$ cat src/rtl/lamp_pkg.sv
// -----------------------------------------------------------------------------
// lamp_pkg
//   Shared definitions for the multi-way lamp controller front end.
//   - N_SW_DEF   : default number of wall switches (shared with lamp controller)
//   - DB_NUM_DEF : default debounce counter width
//   - DB_MAX_DEF : default debounce terminal count
//   - db_state_e : per-channel debounce FSM state encoding
// -----------------------------------------------------------------------------
package lamp_pkg;

    localparam int              N_SW_DEF   = 3;
    localparam int              DB_NUM_DEF = 20;
    localparam logic [19:0]     DB_MAX_DEF = 20'hF_FFFF;

    typedef enum logic {
        ST_STABLE   = 1'b0,
        ST_SETTLING = 1'b1
    } db_state_e;

endpackage : lamp_pkg

$ cat src/rtl/sw_debounce.sv
// -----------------------------------------------------------------------------
// sw_debounce
//   One switch channel: two-flop synchronizer followed by a STABLE/SETTLING
//   debounce FSM. A new level is accepted only after DB_MAX+2 consecutive
//   synchronized samples that differ from the current debounced level.
//
// Ports
//   clk        in   system clock, posedge
//   rst_n      in   asynchronous active-low reset
//   sw_raw     in   raw switch pin, asynchronous to clk
//   sw_stable  out  debounced level (registered)
//   commit     out  combinational: high in the cycle whose closing edge
//                   loads a new value into sw_stable
// -----------------------------------------------------------------------------
module sw_debounce
    import lamp_pkg::*;
#(
    parameter int                 DB_NUM = DB_NUM_DEF,
    parameter logic [DB_NUM-1:0]  DB_MAX = DB_MAX_DEF
) (
    input  logic clk,
    input  logic rst_n,
    input  logic sw_raw,
    output logic sw_stable,
    output logic commit
);

    logic              sync1_q;
    logic              sync2_q;
    db_state_e         state_q,  state_d;
    logic [DB_NUM-1:0] cnt_q,    cnt_d;
    logic              stable_q, stable_d;
    logic              differ;

    assign differ = (sync2_q != stable_q);

    // NOTE: every variable assigned in always_comb gets a default first so
    // no path leaves it unassigned and no latch is inferred.
    always_comb begin
        state_d  = state_q;
        cnt_d    = cnt_q;
        stable_d = stable_q;
        commit   = 1'b0;
        case (state_q)
            ST_STABLE: begin
                if (differ) begin
                    state_d = ST_SETTLING;
                    cnt_d   = '0;
                end
            end
            ST_SETTLING: begin
                if (!differ) begin
                    // Bounce back to the old level: drop the attempt.
                    state_d = ST_STABLE;
                end else if (cnt_q == DB_MAX) begin
                    // Terminal compare comes before the increment, so the
                    // counter can never wrap.
                    stable_d = sync2_q;
                    commit   = 1'b1;
                    state_d  = ST_STABLE;
                end else begin
                    cnt_d = cnt_q + 1'b1;
                end
            end
            default: state_d = ST_STABLE;
        endcase
    end

    // NOTE: sequential state uses non-blocking assignments so every flop
    // samples its pre-edge inputs, independent of statement order.
    always_ff @(posedge clk or negedge rst_n) begin
        if (!rst_n) begin
            sync1_q  <= 1'b0;
            sync2_q  <= 1'b0;
            state_q  <= ST_STABLE;
            cnt_q    <= '0;
            stable_q <= 1'b0;
        end else begin
            sync1_q  <= sw_raw;
            sync2_q  <= sync1_q;
            state_q  <= state_d;
            cnt_q    <= cnt_d;
            stable_q <= stable_d;
        end
    end

    assign sw_stable = stable_q;

endmodule : sw_debounce

$ cat src/rtl/lamp_switch_conditioner.sv
// -----------------------------------------------------------------------------
// lamp_switch_conditioner
//   Input front end for the multi-way lamp controller. Debounces N_SW raw
//   wall switches and produces a clean single-cycle toggle event for the
//   lamp timer, suppressed until the power-up arming window has elapsed.
//
// Ports
//   clk        in   system clock, posedge
//   rst_n      in   asynchronous active-low reset
//   sw_raw     in   raw switch pins [N_SW], asynchronous to clk
//   sw_stable  out  debounced switch levels [N_SW], registered
//   parity     out  XOR of sw_stable (lamp-request level), registered
//   toggle     out  one-cycle strobe: a debounced level changed while armed
//   changed    out  bits that committed this cycle [N_SW]; zero unless toggle
// -----------------------------------------------------------------------------
module lamp_switch_conditioner
    import lamp_pkg::*;
#(
    parameter int                 N_SW   = N_SW_DEF,
    parameter int                 DB_NUM = DB_NUM_DEF,
    parameter logic [DB_NUM-1:0]  DB_MAX = DB_MAX_DEF
) (
    input  logic            clk,
    input  logic            rst_n,
    input  logic [N_SW-1:0] sw_raw,
    output logic [N_SW-1:0] sw_stable,
    output logic            parity,
    output logic            toggle,
    output logic [N_SW-1:0] changed
);

    // Arming window is DB_MAX+4 cycles; one extra bit keeps it from
    // overflowing when DB_MAX is at the top of its range.
    localparam int              ARM_W    = DB_NUM + 1;
    localparam logic [ARM_W-1:0] ARM_LAST = {1'b0, DB_MAX} + ARM_W'(3);

    logic [N_SW-1:0]  commit;
    logic [N_SW-1:0]  stable_next;

    logic [ARM_W-1:0] arm_cnt_q, arm_cnt_d;
    logic             armed_q,   armed_d;
    logic             parity_q,  parity_d;
    logic             toggle_q,  toggle_d;
    logic [N_SW-1:0]  changed_q, changed_d;

    for (genvar i = 0; i < N_SW; i++) begin : g_ch
        sw_debounce #(
            .DB_NUM (DB_NUM),
            .DB_MAX (DB_MAX)
        ) u_db (
            .clk       (clk),
            .rst_n     (rst_n),
            .sw_raw    (sw_raw[i]),
            .sw_stable (sw_stable[i]),
            .commit    (commit[i])
        );
    end

    // Levels the channels will hold after this edge; parity is computed
    // from these so it lines up with the updated sw_stable.
    assign stable_next = sw_stable ^ commit;

    always_comb begin
        arm_cnt_d = arm_cnt_q;
        armed_d   = armed_q;
        if (!armed_q) begin
            if (arm_cnt_q == ARM_LAST) begin
                armed_d = 1'b1;
            end else begin
                arm_cnt_d = arm_cnt_q + 1'b1;
            end
        end

        parity_d  = ^stable_next;
        // Commits inside the arming window (switches already on at power-up)
        // update the levels but must not fire the lamp.
        toggle_d  = armed_q & (|commit);
        changed_d = armed_q ? commit : '0;
    end

    always_ff @(posedge clk or negedge rst_n) begin
        if (!rst_n) begin
            arm_cnt_q <= '0;
            armed_q   <= 1'b0;
            parity_q  <= 1'b0;
            toggle_q  <= 1'b0;
            changed_q <= '0;
        end else begin
            arm_cnt_q <= arm_cnt_d;
            armed_q   <= armed_d;
            parity_q  <= parity_d;
            toggle_q  <= toggle_d;
            changed_q <= changed_d;
        end
    end

    assign parity  = parity_q;
    assign toggle  = toggle_q;
    assign changed = changed_q;

endmodule : lamp_switch_conditioner
$ cat config.mk
export PLATFORM = sky130hd
export DESIGN_NAME = lamp_switch_conditioner
export DESIGN_NICKNAME = d
export VERILOG_FILES = /design/src/rtl/lamp_pkg.sv /design/src/rtl/sw_debounce.sv /design/src/rtl/lamp_switch_conditioner.sv
export SDC_FILE = /design/constraint.sdc
export NUM_CORES = 1
export LEC_CHECK = 0
export CAP_MARGIN = 20
export CELL_PAD_IN_SITES_DETAIL_PLACEMENT = 0
export CELL_PAD_IN_SITES_GLOBAL_PLACEMENT = 1
export CORE_MARGIN = 4
export CORE_UTILIZATION = 40
export CTS_CLUSTER_SIZE = 10
export DETAILED_ROUTE_END_ITERATION = 16
export MAX_ROUTING_LAYER = met4
export PLACE_DENSITY = 0.74
export SKIP_LAST_GASP = 1
export SYNTH_ARGS = -nofsm -noshare
export SYNTH_HDL_FRONTEND = slang
export SYNTH_HIERARCHICAL = 1
export SYNTH_SLANG_ARGS = --single-unit
export TNS_END_PERCENT = 100
$ cat constraint.sdc
create_clock -name clk -period 2.9 [get_ports clk]
set_input_delay 0.58 -clock clk [delete_from_list [all_inputs] [get_ports clk]]
set_output_delay 0.58 -clock clk [all_outputs]
set_load 0.01 [all_outputs]
==> results_dict.tcl, run 1 <==
set metrics [dict create \
    hold_path_class "input pin to asynchronous set/reset pin" \
    relSlewSlack_pct 63.7 \
    area_growth_pct 11.0 \
    p_per_area_nw_per_um2 449 \
    seq_area_frac_synth_pct 43.7 \
    die_y_um 127 \
    first_iter_violations 414 \
    cts_resized 0 \
    synth_warnings 6 \
    path_max_fanout 8 \
    root_buffer "clkbuf_16" \
    finalMaxSlewViolations 0 \
    firstDrtPassIters 5 \
    synth_edf_count 0 \
    antenna_found_initial 0 \
    synth_nets 597 \
    numCtsBuffers 9 \
    synth_top_family_by_area "simple AND/OR/NAND/NOR gates" \
    antenna_cells 0 \
    synth_fa_ha_area_share_pct 1.10 \
    status "completed" \
    syn_area_per_cell_um2 9.65 \
    p_leak_nw 2.50 \
    finalHoldViolCount 0 \
    layout_min_cycle_time_ps 2320 \
    max_freq_ghz 0.431 \
    timing.critical_path.buf_inv 0 \
    wl_um 12700 \
    skew_ps 10.4 \
    clock-sinks 99 \
    synth_xor_area_share_pct 4.48 \
    drc_errors 0 \
    dpl.hpwl_um 8310 \
    cts_tree "yes" \
    via_per_inst 6.11 \
    grt_max_degree 100 \
    worst-path-stages 8 \
    worstPathCellList "ha_1, nand3_1, nor3_1, nand3_1, nor2_1, xnor2_1, xnor2_1, xnor2_1" \
    num_vias 4724 \
    synthSimpleGateAreaFrac_pct 31.1 \
    ys_seq_elements 99 \
    power.total_mw 2.82 \
    layout_commonest_cell "dfrtp_1" \
    portBuffers 12 \
    die_area_um2 16100 \
    synthArstFlopShare_pct 100 \
    ios 13 \
    wire_per_inst_um 16.4 \
    worstMarginPinSlew_ps 544 \
    crit_required_ps 3180 \
    row_count 43 \
    setup_tns_ps 0 \
    critPathCaptureType "flop" \
    path_clk_slew_ps 70 \
    crit_arrival_ps 2600 \
    synth.area.mux_share_pct 0.773 \
    grt-ovfl-total 0 \
    drv_cap 0 \
    fin_crit_sh_pct 80.0 \
    cpMostUsedCell "xnor2_1" \
    synth_compound_area_share_pct 15.6 \
    mostFrequentLayoutCells "99 x dfrtp_1, 76 x nand2_1, 48 x nand3_1, 36 x o211ai_1, 29 x nand4_1" \
    h-tree-depth 3 \
    synth_area_um2 5670 \
    insertion_delay_ps 360 \
    nets 598 \
    cp_slowest_stage_delay_ps 440 \
    core_area_um2 13900 \
    cpMaxStageDelayCell "nor3_1" \
    worstSetupPathType "flop to flop" \
    ys_types 50 \
    worst_r2r_path_depth 8 \
    start_util_pct 40.8 \
    synthFlopType "dfrtp_1" \
    cts_setup_buffers 0 \
    grt_pass1_vias 4444 \
    postCtsHoldBufs 0 \
    grt_pass1_wl_um 22200 \
    drive_gt1_share_pct 11.0 \
    rsz0062_at_grt "false" \
    setup_viol 0 \
    ir_drop_mv 0.297 \
    die_w_um 127 \
    syn_inst 587 \
    start_kind "flop" \
    place_congestion 0.775 \
    grtUsageTotal_pct 17.0 \
    drtAntennaViolNets 0 \
    cts_max_path_buffers 2 \
    crit_family "simple AND/OR/NAND/NOR gates" \
]
[routing by layer]
metal	track usage [%]	part of all wire [%]	vias to the layer above
met5	-	0	-
met4	5.55	1.3	0
met3	3.55	3.5	13
met2	26.2	47	73
met1	22.7	48	2358
li1	-	-	2280
[final timing paths]
path / start / to / slack [ps]
worst min-delay path: rst_n / g_ch[1].u_db/cnt_q[5] / 270
worst min register to register: g_ch[1].u_db/sync1_q / g_ch[1].u_db/sync2_q / 350
min in group clk: g_ch[1].u_db/sync1_q / g_ch[1].u_db/sync2_q / 350
worst max-delay path: g_ch[2].u_db/cnt_q[0] / parity / 580
worst max register to register: g_ch[2].u_db/cnt_q[0] / parity / 580
max in group asynchronous: rst_n / g_ch[2].u_db/cnt_q[7] / 2210
[area by class of cell]
class	count	area, µm²
clock inverter	6	72.6
inverter	7	26.3
multi-input combinational	444	3010
timing repair buffer	27	243
tap	180	225
sequential	99	2480
fill	1323	7590
clock buffer	10	239
[metrics by stage]
stage               util, %  instance area [µm²]  setup WS [ps]  hold slack, ps  std cells
floorplan                 -                 5670            858             284        587
global placement       43.1                 5980            704             337        757
detailed placement     43.1                 5980            615             335        757
CTS                    45.3                 6290            600             306        773
global route           45.3                 6290            262             332        773
finish                 45.3                 6290            580             269        773
[power by group]
group	switching (mW)	total, mW	internal [mW]
Sequential	0.0271	1.43	1.40
Combinational	0.0982	0.141	0.0433
Clock	0.553	1.25	0.700
[worst register-to-register path, stage by stage (launching register included)]
cell and delay [ps]:
dfrtp_1 430, ha_1 330, nand3_1 240, nor3_1 440
nand3_1 160, nor2_1 190, xnor2_1 160, xnor2_1 150
xnor2_1 140
[state kept, by name, summed over array words and instances (netlist names)]
| name | flops |
|---|---|
| g_ch.u_db/sync2_q | 3 |
| armed_q | 1 |
| g_ch.u_db/sync1_q | 3 |
| g_ch.u_db/state_q | 3 |
| toggle | 1 |
| arm_cnt_q | 21 |
| g_ch.u_db/sw_stable | 3 |
| parity | 1 |
| g_ch.u_db/cnt_q | 60 |
| changed | 3 |
[synth_stat cells, types with 7 or more instances]
cell type / number / share of area, %
o21ai_0: 11 / 0.97
and3_1: 10 / 1.1
nand4_1: 29 / 3.2
o311ai_0: 9 / 1.4
a21oi_1: 12 / 1.1
o211ai_1: 36 / 4.8
dfrtp_1: 99 / 44
nand4_2: 10 / 2.2
nor3_1: 10 / 0.88
xor2_1: 8 / 1.2
nand3_1: 48 / 4.2
nand2_1: 76 / 5.0
buf_2: 9 / 0.79
or4_1: 18 / 2.4
or3_1: 18 / 2.0
o21ai_1: 9 / 0.79
inv_1: 7 / 0.46
clkbuf_1: 25 / 1.7
xnor2_1: 21 / 3.2
nand3b_1: 15 / 2.0
[cells by family after synthesis]
family                     count (synthesis)
adders and majority gates                  5
buffers and inverters                     44
xor gates and xnor gates                  29
and+or+nand+nor                          285
muxes                                      4
DFF                                       99
AOI/OAI and AO/OA                        121
Note: power is estimated with default switching activity, not from simulation.
==> run 2: changes to the inputs <==
Clock period 2.9 ns to 2.4 ns, I/O delays scaled along.
==> run 2 against run 1 <==
Die area stayed put. Sequential share of layout area fell by 0.22 points. Core utilization grew 0.25 points. Fmax is 10% higher. Wire length increased by 0.46%. Global-route usage is 0.16 points lower. Clock-buffer cell count did not move. Critical path depth shrank 2. Setup slack got worse by 290 ps. Largest power group unchanged. First-iteration DRC count is 22% lower.
==> results_dict.tcl, run 2 (synthesized netlist as in run 1, its figures left out) <==
set metrics [dict create \
    p_per_area_nw_per_um2 539 \
    worstSetupPathType "flop to flop" \
    relSlewSlack_pct 61.2 \
    dpl.hpwl_um 8480 \
    postCtsHoldBufs 0 \
    timing.critical_path.buf_inv 1 \
    wire_per_inst_um 16.4 \
    wl_um 12800 \
    wl_met3_um 510 \
    ios 13 \
    drv_cap 0 \
    firstDrtPassIters 5 \
    drtAntennaViolNets 0 \
    dp_slack_ps 318 \
    crit_required_ps 2640 \
    critPathCaptureType "flop" \
    antenna_cells 0 \
    cts_resized 0 \
    grt-ovfl-total 0 \
    insertion_delay_ps 360 \
    cp_slowest_stage_delay_ps 450 \
    grt_max_degree 49 \
    grtUsageTotal_pct 16.9 \
    fin_crit_sh_pct 87.8 \
    skew_ps 9.23 \
    worst_r2r_path_depth 6 \
    finish.utilization_pct 45.6 \
    status "completed" \
    top_layer "met4" \
    worst-path-stages 6 \
    place_congestion 0.795 \
    row_count 43 \
    finalMaxSlewViolations 0 \
    drc_errors 0 \
    core_area_um2 13900 \
    path_max_fanout 10 \
    cpMaxStageDelayCell "nor4_4" \
    wl_met2_um 5890 \
    setup_viol 0 \
    path_clk_slew_ps 70 \
    ir_drop_mv 0.376 \
    fillCellCount 1320 \
    start_util_pct 40.8 \
    place_area_um2 6020 \
    root_buffer "clkbuf_16" \
    layout_commonest_cell "dfrtp_1" \
    rrSetupSlack_ps 290 \
    die_w_um 127 \
    crit_family "simple AND/OR/NAND/NOR gates" \
    cts_max_path_buffers 2 \
    setup_ws_ps 293 \
    finalHoldViolCount 0 \
    die_y_um 127 \
    grt_pass1_wl_um 21800 \
    worstMarginPinSlew_ps 582 \
    rsz0062_at_grt "false" \
    die_area_um2 16100 \
    top_register "g_ch.u_db/cnt_q" \
    antenna_found_initial 0 \
    wl_met1_um 6160 \
    clock-sinks 99 \
    grt_pass1_vias 4408 \
    portBuffers 12 \
    reg.largest.list "g_ch.u_db/cnt_q (60), arm_cnt_q (21)" \
    max_freq_ghz 0.475 \
    via_per_inst 6.10 \
    design_area_um2 6330 \
    nets 604 \
    cts_tree "yes" \
    drive_gt1_share_pct 11.9 \
    numCtsBuffers 9 \
    largest_reg_flops 60 \
    setup_tns_ps 0 \
    first_iter_violations 324 \
    cts_setup_buffers 0 \
    start_kind "flop" \
    area_growth_pct 11.7 \
    hold_path_class "input pin to asynchronous set/reset pin" \
    h-tree-depth 3 \
    mostFrequentLayoutCells "99 x dfrtp_1, 76 x nand2_1, 48 x nand3_1, 36 x o211ai_1, 29 x nand4_1" \
    p_leak_nw 2.53 \
    num_vias 4751 \
    worstPathCellList "ha_1, nand3_1, nor4_4, buf_4, and2_1, o211ai_1" \
    layout_min_cycle_time_ps 2110 \
    power.total_mw 3.41 \
    crit_arrival_ps 2340 \
]
==> run 2: through the flow <==
stage	hold slack, ps	cells
finish	120	779
global route	163	779
CTS	131	779
detailed placement	337	763
global placement	334	763
floorplan	184	587
==> run 2: layout make-up <==
cell class,instances,area [µm²],area share (%)
Multi-Input combinational cell,444,3010,47.5
Sequential cell,99,2480,39.2
Timing Repair Buffer,33,288,4.55
Clock buffer,10,239,3.78
Tap cell,180,225,3.56
Clock inverter,6,62.6,0.989
Inverter,7,26.3,0.415
==> run 2: power breakdown <==
group / total (mW) / switching [mW] / internal (mW)
logic: 0.171 / 0.118 / 0.0527
registers: 1.72 / 0.0323 / 1.69
clock network: 1.51 / 0.675 / 0.839
total: 3.41 / 0.826 / 2.58
==> run 2: layer usage <==
layer | track usage [%] | vias up
met5 | - | -
met1 | 22.5 | 2317
li1 | - | 2296
met3 | 3.85 | 23
met4 | 6.18 | 0
met2 | 25.4 | 115
==> run 2: worst paths after layout <==
path | from | endpoint
worst max-delay path | g_ch[0].u_db/cnt_q[0] | g_ch[0].u_db/cnt_q[0]
worst min-delay path | rst_n | g_ch[1].u_db/cnt_q[3]
worst max register to register | g_ch[0].u_db/cnt_q[0] | g_ch[0].u_db/cnt_q[0]
worst min register to register | g_ch[0].u_db/sync1_q | g_ch[0].u_db/sync2_q
max in group asynchronous | rst_n | arm_cnt_q[14]
min in group clk | g_ch[0].u_db/sync1_q | g_ch[0].u_db/sync2_q
